--- src/rtl/home_ctrl_fsm_param.sv ---
// home_ctrl_fsm_param
// Parametrised home-automation controller: N prioritised, debounced sensor
// channels raise alarms; temperature drives a cooler/heater with hysteresis.
// An alarm is held for at least HOLD_CYCLES and then needs an operator ack
// while its own sensor is no longer stable.
//
// Optional feature: define HOME_CTRL_ALARM_COUNT_EN to build a saturating
// 8-bit count of alarm entries on alarm_count; otherwise alarm_count is 0.
//
// Handshake: ack is a plain level, sampled every clock edge. It is only
// acted on in ALARM once the dwell has expired and the alarming sensor has
// dropped; at any other time it is ignored and never remembered.
//
// display carries the FSM state code and doubles as the state debug port.
module home_ctrl_fsm_param #(
   parameter int NUM_SENSORS = 4,
   parameter int TEMP_W      = 6,
   parameter int TEMP_HI     = 40,
   parameter int TEMP_LO     = 15,
   parameter int TEMP_HYST   = 3,
   parameter int DEBOUNCE    = 4,
   parameter int HOLD_CYCLES = 8,
   localparam int IDX_W      = (NUM_SENSORS > 1) ? $clog2(NUM_SENSORS) : 1
) (
   input  logic                     clk,
   input  logic                     rst,
   input  logic [NUM_SENSORS-1:0]   sensors,
   input  logic [TEMP_W-1:0]        temp,
   input  logic                     ack,
   output logic [NUM_SENSORS+1:0]   output_signals,
   output logic [2:0]               display,
   output logic [IDX_W-1:0]         active_idx,
   output logic [7:0]               alarm_count
);

   localparam int DB_W = $clog2(DEBOUNCE + 1);
   localparam int HD_W = $clog2(HOLD_CYCLES + 1);

   localparam logic [DB_W-1:0]   DB_MAX     = DB_W'(DEBOUNCE);
   localparam logic [HD_W-1:0]   HD_MAX     = HD_W'(HOLD_CYCLES);
   localparam logic [TEMP_W-1:0] T_HI       = TEMP_W'(TEMP_HI);
   localparam logic [TEMP_W-1:0] T_LO       = TEMP_W'(TEMP_LO);
   localparam logic [TEMP_W-1:0] T_COOL_OFF = TEMP_W'(TEMP_HI - TEMP_HYST);
   localparam logic [TEMP_W-1:0] T_HEAT_OFF = TEMP_W'(TEMP_LO + TEMP_HYST);

   typedef enum logic [2:0] {
      S_IDLE  = 3'd0,
      S_ALARM = 3'd1,
      S_COOL  = 3'd3,
      S_HEAT  = 3'd4
   } state_t;

   state_t                 state;
   state_t                 state_nx;
   logic [DB_W-1:0]        db_cnt [NUM_SENSORS];
   logic [NUM_SENSORS-1:0] stable;
   logic                   pend;
   logic [IDX_W-1:0]       pidx;
   logic [IDX_W-1:0]       idx_nx;
   logic                   alarm_entry;
   logic [HD_W-1:0]        dwell;
   logic [NUM_SENSORS+1:0] out_nx;

   assign display = state;

   // Per-channel debounce: saturating run-length of high samples; stable is
   // registered alongside the counter so it rises on the edge the count hits DEBOUNCE.
   always_ff @(posedge clk) begin
      if (rst) begin
         for (int i = 0; i < NUM_SENSORS; i++) db_cnt[i] <= '0;
         stable <= '0;
      end else begin
         for (int i = 0; i < NUM_SENSORS; i++) begin
            if (!sensors[i]) begin
               db_cnt[i] <= '0;
               stable[i] <= 1'b0;
            end else if (db_cnt[i] == DB_MAX) begin
               stable[i] <= 1'b1;
            end else begin
               db_cnt[i] <= db_cnt[i] + 1'b1;
               stable[i] <= (db_cnt[i] == DB_MAX - 1'b1);
            end
         end
      end
   end

   // Priority encoder: lowest stable channel index wins.
   always_comb begin
      pend = |stable;
      pidx = '0;
      for (int i = NUM_SENSORS - 1; i >= 0; i--) begin
         if (stable[i]) pidx = IDX_W'(i);
      end
   end

   // Next-state logic; active_idx holds the alarming channel while in ALARM.
   always_comb begin
      state_nx    = state;
      idx_nx      = active_idx;
      alarm_entry = 1'b0;
      case (state)
         S_IDLE: begin
            if (pend) begin
               state_nx = S_ALARM; idx_nx = pidx; alarm_entry = 1'b1;
            end else if (temp >= T_HI) begin
               state_nx = S_COOL;
            end else if (temp <= T_LO) begin
               state_nx = S_HEAT;
            end
         end
         S_COOL: begin
            if (pend) begin
               state_nx = S_ALARM; idx_nx = pidx; alarm_entry = 1'b1;
            end else if (temp <= T_COOL_OFF) begin
               state_nx = S_IDLE;
            end
         end
         S_HEAT: begin
            if (pend) begin
               state_nx = S_ALARM; idx_nx = pidx; alarm_entry = 1'b1;
            end else if (temp >= T_HEAT_OFF) begin
               state_nx = S_IDLE;
            end
         end
         S_ALARM: begin
            // A higher-priority channel pre-empts, even against a same-cycle ack.
            if (pend && (pidx < active_idx)) begin
               idx_nx = pidx; alarm_entry = 1'b1;
            end else if ((dwell == HD_MAX) && ack && !stable[active_idx]) begin
               if (pend) begin
                  idx_nx = pidx; alarm_entry = 1'b1;
               end else begin
                  state_nx = S_IDLE;
               end
            end
         end
         default: state_nx = S_IDLE;
      endcase
   end

   // Moore output decode of the next state, registered with the state.
   always_comb begin
      out_nx = '0;
      case (state_nx)
         S_ALARM: out_nx[idx_nx]        = 1'b1;
         S_COOL:  out_nx[NUM_SENSORS]   = 1'b1;
         S_HEAT:  out_nx[NUM_SENSORS+1] = 1'b1;
         default: out_nx = '0;
      endcase
   end

   // Main FSM register: state, outputs, channel index and dwell counter.
   always_ff @(posedge clk) begin
      if (rst) begin
         state          <= S_IDLE;
         output_signals <= '0;
         active_idx     <= '0;
         dwell          <= '0;
      end else begin
         state          <= state_nx;
         output_signals <= out_nx;
         active_idx     <= (state_nx == S_ALARM) ? idx_nx : '0;
         if (alarm_entry || (state_nx != S_ALARM)) dwell <= '0;
         else if (dwell != HD_MAX)                 dwell <= dwell + 1'b1;
      end
   end

`ifdef HOME_CTRL_ALARM_COUNT_EN
   // Saturating count of every alarm entry, including channel switches.
   always_ff @(posedge clk) begin
      if (rst)                                  alarm_count <= 8'd0;
      else if (alarm_entry && alarm_count != 8'hFF) alarm_count <= alarm_count + 8'd1;
   end
`else
   assign alarm_count = 8'd0;
`endif

endmodule
--- config.mk ---
export PLATFORM = sky130hd
export DESIGN_NAME = home_ctrl_fsm_param
export DESIGN_NICKNAME = d
export VERILOG_FILES = /design/src/rtl/home_ctrl_fsm_param.sv
export SDC_FILE = /design/constraint.sdc
export NUM_CORES = 1
export LEC_CHECK = 0
export CAP_MARGIN = 15
export CORE_MARGIN = 3
export CORE_UTILIZATION = 41
export DETAILED_ROUTE_END_ITERATION = 12
export HOLD_SLACK_MARGIN = 0.05
export PLACE_DENSITY_LB_ADDON = 0.25
export SKIP_LAST_GASP = 1
export SLEW_MARGIN = 10
export SYNTH_ARGS = -nofsm -noshare
export SYNTH_HDL_FRONTEND = slang
export SYNTH_SLANG_ARGS = --single-unit
export TNS_END_PERCENT = 5
--- constraint.sdc ---
create_clock -name clk -period 2.1 [get_ports clk]
set_input_delay 0.42 -clock clk [delete_from_list [all_inputs] [get_ports clk]]
set_output_delay 0.42 -clock clk [all_outputs]
set_load 0.01 [all_outputs]
==> results.md, run 1 <==
- Run status: finished clean
- Internal Pwr Total: 0.942 mW
- Peak supply drop: 0.299 mV
- Class of the worst hold path: register to register
- Antenna violations before repair: 0
- Largest fanout of any net on the critical path: 3
- Via density per instance: 5.03
- Drt first-iter violations: 80
- Highest-delay cell along the critical path: a311o_1
- Multi-input gate area: 957 sq um
- CP Depth: 8
- Mapped cell area: 1800 sq um
- Reported net switching power: 0.291 mW
- Data arrival time at the worst-slack endpoint: 2.12 ns
- Number of instances on the worst hold path: 2
- Share of the clock period used by the worst path: 0.921
- Clk pin slew, worst setup/hold paths: 0.06 ns
- Total power divided by cell area: 558 nW/um^2
- Routed vias: 1403
- CP top delay family: compound AO/OA/AOI/OAI gates
- Sequential group share of total power: 0.533
- Max-cap check violation count: 0
- Skew-Pair Late Insertion Delay: 0.27 ns
- Post-DP HPWL: 2560 um
- First-pass detailed-route iteration total: 4
- Clock tree sinks: 31
- Time the worst path needs with I/O delays and setup: 1.94 ns
- Maximum number of pins on one net before global-route repair: 15
- CTS buffer count: 5
- Power share of the clock group: 0.346
- Wirelength, routed: 3250 um
- Worst Slack Setup Final: 0.165 ns
- Endpoint type of the worst setup path: register
- Y dimension of the die: 72.3 um
- Maximum operating frequency: 0.517 GHz
- EDFF count, synth: 12
- Lkg Pwr: 0.863 nW
- Overflow after GRT: 0
- Biggest cell delay along the critical path: 0.34 ns
- Critical path start-end classification: register to register
- Effective utilization at floorplan: 0.438
- Number of fillers in the final layout: 392
- Post-route cell area: 2210 sq um
- Max Clock Skew: 0.00535 ns
- Overall fraction of global-route tracks in use: 0.135
- Number of failing hold endpoints at the final stage: 0
- Width of the chip: 72.3 um
- Synth Instances: 192
- TritonCTS clock tree: done
- Number of H-tree levels: 2
- FFs w/ async S/R, synth: 0
- Count of state elements after synthesis: 31
- DIE AREA: 5230 sq um
- Crit start category: register
- Wire length of the first global-routing pass: 5520 um
- Number of max-slew violations in the final report: 0
- Remaining design rule violation count: 0
- CP cell instances: nor2_2, nor3_2, ha_1, o21bai_1, a31oi_1, a2111oi_2, a311o_1, nor4bb_2
- WP buf/inv: 0
- I/O pins: 32
- Cell area after placement: 2110 sq um
- Most used flip-flop cell after synthesis: dfxtp_1
- Part of the Yosys area used for sequential elements: 0.411
- Synth-to-Final Area Change: 22.7%
- Warning count from the yosys run: 0
- Distinct cells, synth: 45
- Combinational Power Share: 0.121
- Core Area: 4120 sq um
- Buffer depth of the longest clock path: 2
- Synth Area per Inst: 9.38 sq um
- Post-route ant nets: 0
- Final weighted congestion of routability-driven global placement: 0.854
- Fraction of final layout cells sized beyond drive strength 1: 0.144
- Root Buffer Master: clkbuf_8
- FF+latch area: 741 sq um
- Required time of the critical path: 2.28 ns
- Core occupancy in the finished layout: 0.537
- Setup-failing EPs final: 0
- Number of hold buffers added after CTS: 0
- Row cnt: 23
- Input/output buffers: 22
- DP Worst Slack: -0.00571 ns
- Reg2Reg Depth: 8
- Fin Hold WS: 0.492 ns
- Fraction of power spent switching nets: 0.236
- Number of global-route vias before repair: 1301
- Routed wire length per instance: 11.7 um
- Antenna diode instance count: 0
- Final-stage net count: 252
[cell type report]
type | count | area share
tap | 50 | 0.0283
sequential | 31 | 0.335
timing repair buffer | 34 | 0.140
multi-input combinational | 140 | 0.433
clock inverter | 2 | 0.00340
clock buffer | 6 | 0.0328
inverter | 16 | 0.0272
[what timing repair did]
item                                    CTS  global route
endpoints found under the setup margin    0             1
setup buffers                             0             1
resized for setup                         0             3
[metal layers]
metal / GRT usage / vias to the layer above / wire length [um]
li1: - / 741 / -
met1: 0.168 / 627 / 1580
met2: 0.216 / 28 / 1460
met3: 0.0457 / 7 / 176
met4: 0.0501 / 0 / 44
met5: 0 / - / 0
[registers in the layout, summed over array words and instances, names as in the netlist]
register	count
active_idx	2
stable	4
dwell	4
display	3
output_signals	6
db_cnt	12
[final timing paths]
check / from / slack [ns] / to
max: stable[2] / 0.16 / output_signals[0]
min: dwell[1] / 0.49 / dwell[1]
min reg2reg: dwell[1] / 0.49 / dwell[1]
max reg2reg: stable[2] / 0.16 / output_signals[0]
[per-stage QoR]
| stage | power [mW] | setup TNS, ns | std cells |
|---|---|---|---|
| 2_1_floorplan | 0.766 | 0 | 199 |
| 3_3_place_gp | 0.817 | 0 | 270 |
| 3_5_place_dp | 0.818 | -0.00571 | 270 |
| 4_1_cts | 1.25 | 0 | 278 |
| 5_1_grt | 1.31 | -0.00604 | 279 |
| 6_report | 1.23 | 0 | 279 |
[logic make-up (layout without fill, tap and decap cells)]
logic type,count (synthesis),in the layout,share of synthesized area
XOR/XNOR,2,2,0.00972
AND/OR/NAND/NOR,76,76,0.250
multiplexers,3,3,0.0187
flip-flops,31,31,0.411
AO/OA/AOI/OAI,40,40,0.152
other,1,8,0.00208
adder cells (fa/ha/maj),11,11,0.0764
buffers and inverters,28,58,0.0799
[power groups by stage]
stage / clock network [mW] / registers, mW / logic, mW
finish: 0.427 / 0.657 / 0.150
global route: 0.476 / 0.660 / 0.170
CTS: 0.444 / 0.657 / 0.149
detailed placement: 0 / 0.670 / 0.148
global placement: 0 / 0.669 / 0.148
floorplan: 0 / 0.671 / 0.0946
[synthesized netlist by cell type, types with 2 or more instances]
| library cell | count | share of area |
|---|---|---|
| a211oi_1 | 5 | 0.021 |
| a31oi_1 | 3 | 0.010 |
| and3_1 | 8 | 0.028 |
| nand2_1 | 10 | 0.021 |
| nand3b_1 | 2 | 0.0083 |
| nor3_1 | 6 | 0.017 |
| nor2b_1 | 5 | 0.017 |
| nor3b_1 | 3 | 0.012 |
| a311oi_1 | 2 | 0.0097 |
| o21ai_0 | 3 | 0.0083 |
| edfxtp_1 | 12 | 0.20 |
| clkbuf_1 | 2 | 0.0042 |
| o21bai_1 | 2 | 0.0083 |
| nor2_1 | 13 | 0.027 |
| mux2_2 | 3 | 0.019 |
| ha_1 | 11 | 0.076 |
| inv_1 | 15 | 0.031 |
| nand3_1 | 8 | 0.022 |
| nand4b_1 | 2 | 0.0097 |
| or3b_2 | 4 | 0.019 |
| a21oi_2 | 2 | 0.0097 |
| buf_4 | 8 | 0.033 |
| a21oi_1 | 13 | 0.036 |
| o22ai_1 | 2 | 0.0069 |
| dfxtp_1 | 19 | 0.21 |
| nand2b_1 | 10 | 0.035 |
[worst min-delay path, stage by stage, from the launching register on]
cell     delay (ns)
dfxtp_1        0.33
nand2_1        0.06
a21oi_1        0.05
[placed cells by master (no fill, tap or decap), types with 8 or more instances in the layout]
cell             count
clkdlybuf4s50_1     22
dfxtp_1             19
inv_1               15
a21oi_1             13
nor2_1              12
edfxtp_1            12
buf_4               12
ha_1                11
nand2_1             10
nand2b_1            10
nand3_1              8
and3_1               8
conb_1               8
(Power assumes the default switching activity.)
==> run 2: changes to the inputs <==
Settings changed: CORE_MARGIN 3 to 2, REMOVE_ABC_BUFFERS set to 1.
==> results.md, run 2 (synthesis results as in run 1) <==
- Run status: finished clean
- Data arrival time at the worst-slack endpoint: 2.16 ns (+0.04 ns)
- Effective utilization at floorplan: 0.420 (-0.0182)
- Reported net switching power: 0.325 mW (+12%)
- Endpoint type of the worst setup path: register
- Highest-count cells in the layout ignoring fill and taps: 22 x clkdlybuf4s50_1, 19 x dfxtp_1, 15 x inv_1
- Lkg Pwr: 0.866 nW (+0.34%)
- Commonest non-fill, non-tap cell in the layout: clkdlybuf4s50_1
- Number of max-slew violations in the final report: 0 (unchanged)
- Max-cap check violation count: 0 (unchanged)
- Power share of the clock group: 0.431 (+0.085)
- Skew-Pair Late Insertion Delay: 0.29 ns (+0.02 ns)
- DIE AREA: 4940 sq um (-5.5%)
- Setup repair after global routing missed its margin: yes
- Largest register by flop count: db_cnt
- Cell area after placement: 2100 sq um (-0.59%)
- I/O pins: 32 (unchanged)
- Buffer depth of the longest clock path: 2 (unchanged)
- Worst hold endpoint: dwell[1]
- CTS buffer count: 5 (unchanged)
- Largest fanout of any net on the critical path: 5 (+2)
- Combinational Power Share: 0.107 (-0.014)
- Core Area: 4290 sq um (+4.3%)
- Setup-failing EPs final: 0 (unchanged)
- Via density per instance: 5.32 (+5.8%)
- Fraction of power spent switching nets: 0.228 (-0.00766)
- Number of instances on the worst hold path: 2 (unchanged)
- Core occupancy in the finished layout: 0.519 (-0.0186)
- Sequential group share of total power: 0.461 (-0.072)
- Reg2reg end: output_signals[0]
- Peak supply drop: 0.308 mV (+2.8%)
- Clk pin slew, worst setup/hold paths: 0.07 ns (about the same)
- Overflow after GRT: 0 (unchanged)
- TritonCTS clock tree: done
- Number of H-tree levels: 2 (unchanged)
- Number of failing hold endpoints at the final stage: 0 (unchanged)
- Total power divided by cell area: 639 nW/um^2 (+15%)
- Wirelength, routed: 3500 um (+7.5%)
- Cts repair resizes: 0 (unchanged)
- Fraction of final layout cells sized beyond drive strength 1: 0.142 (-0.00251)
- Pwr Total: 1.42 mW (+15%)
- Placed Cells: 270 (unchanged)
- Maximum operating frequency: 0.502 GHz (-2.8%)
- Reg2reg setup slack: 0.11 ns (-0.06 ns)
- Crit start category: register
- Critical path start-end classification: register to register
- Y dimension of the die: 70.3 um (-2.8%)
- Drt first-iter violations: 150 (+88%)
- Post-route ant nets: 0 (unchanged)
- Final-stage net count: 249 (-1.2%)
- Required time of the critical path: 2.27 ns (about the same)
- Root Buffer Master: clkbuf_8
- Antenna diode instance count: 0 (unchanged)
- Clock tree sinks: 31 (unchanged)
- Registers with the most flip-flops: db_cnt (12), output_signals (6)
- Number of hold buffers added after CTS: 0 (unchanged)
- Final weighted congestion of routability-driven global placement: 0.940 (+10%)
- Number of global-route vias before repair: 1334 (+2.5%)
- Overall fraction of global-route tracks in use: 0.149 (+0.0136)
- Number of flip-flops under the largest register name: 12 (unchanged)
- Non-filler instance count after layout: 278 (-0.36%)
- Reg2Reg Depth: 8 (unchanged)
- Row cnt: 24 (+4.3%)
- Max Clock Skew: 0.00559 ns (+0.000241 ns)
- Internal Pwr Total: 1.10 mW (+17%)
- Post-DP HPWL: 2520 um (-1.6%)
- Share of the clock period used by the worst path: 0.948 (+0.0268)
- First-pass detailed-route iteration total: 5 (+1)
- Antenna violations before repair: 0 (unchanged)
- Width of the chip: 70.3 um (-2.8%)
- Time the worst path needs with I/O delays and setup: 1.99 ns (+0.0563 ns)
- Class of the worst hold path: register to register
- Setup Fix Bufs, Post-CTS: 0 (unchanged)
- Input/output buffers: 22 (unchanged)
- Post-route cell area: 2230 sq um (+0.74%)
- Routed vias: 1479 (+5.4%)
- Reg-to-reg startpoint: stable[3]
- Synth-to-Final Area Change: 23.6%
- Remaining design rule violation count: 0 (unchanged)
- Maximum number of pins on one net before global-route repair: 15 (unchanged)
- Routed wire length per instance: 12.6 um (+7.9%)
- Wire length of the first global-routing pass: 5860 um (+6.1%)
- Worst Hold Launch: dwell[1]
- Final sum of negative setup slack: 0 ns (unchanged)
-- run 2: power by group through the flow --
stage	Sequential (mW)	Clock, mW	Combinational (mW)
2_1_floorplan	0.671	0	0.0797
3_3_place_gp	0.670	0	0.148
3_5_place_dp	0.670	0	0.148
4_1_cts	0.657	0.625	0.150
5_1_grt	0.659	0.654	0.169
6_report	0.657	0.614	0.153
-- run 2: cell type report --
cell class	count	area, sq um
Sequential cell	31	741
Timing Repair Buffer	31	288
Tap cell	52	65.1
Fill cell	413	2070
Clock inverter	2	35.0
Clock buffer	6	82.6
Multi-Input combinational cell	140	956
Inverter	16	60.1
-- run 2: per-layer routing --
metal,up-vias,track usage,wire (um)
met3,13,0.0390,164
met5,-,0,0
li1,739,-,-
met2,46,0.226,1620
met1,681,0.198,1630
met4,0,0.0641,87
-- run 2: metrics by stage --
step / setup WS, ns / hold WS [ns]
finish: 0.109 / 0.500
global route: -0.00761 / 0.546
CTS: 0.0969 / 0.501
detailed placement: 0.0374 / 0.491
global placement: 0.0527 / 0.484
floorplan: 0.0863 / 0.462
-- run 2: how the worst max path moves through the flow --
stage / start / end / cells after the start / slack (ns)
6_report: stable[3] / output_signals[0] / 8 / 0.11
5_1_grt: stable[3] / output_signals[1] / 8 / -0.008
4_1_cts: stable[3] / output_signals[0] / 8 / 0.1
3_5_place_dp: ack / output_signals[0] / 6 / 0.04
3_3_place_gp: ack / output_signals[0] / 6 / 0.05
2_1_floorplan: stable[2] / output_signals[0] / 8 / 0.09
-- run 2: worst max-delay path: stages (launching register included) --
cell and delay (ns):
dfxtp_1 0.31, nor2_1 0.16, nor3_1 0.07, ha_1 0.29
buf_4 0.12, a211oi_1 0.06, nor3_1 0.36, nand3_1 0.26
nor4bb_2 0.24
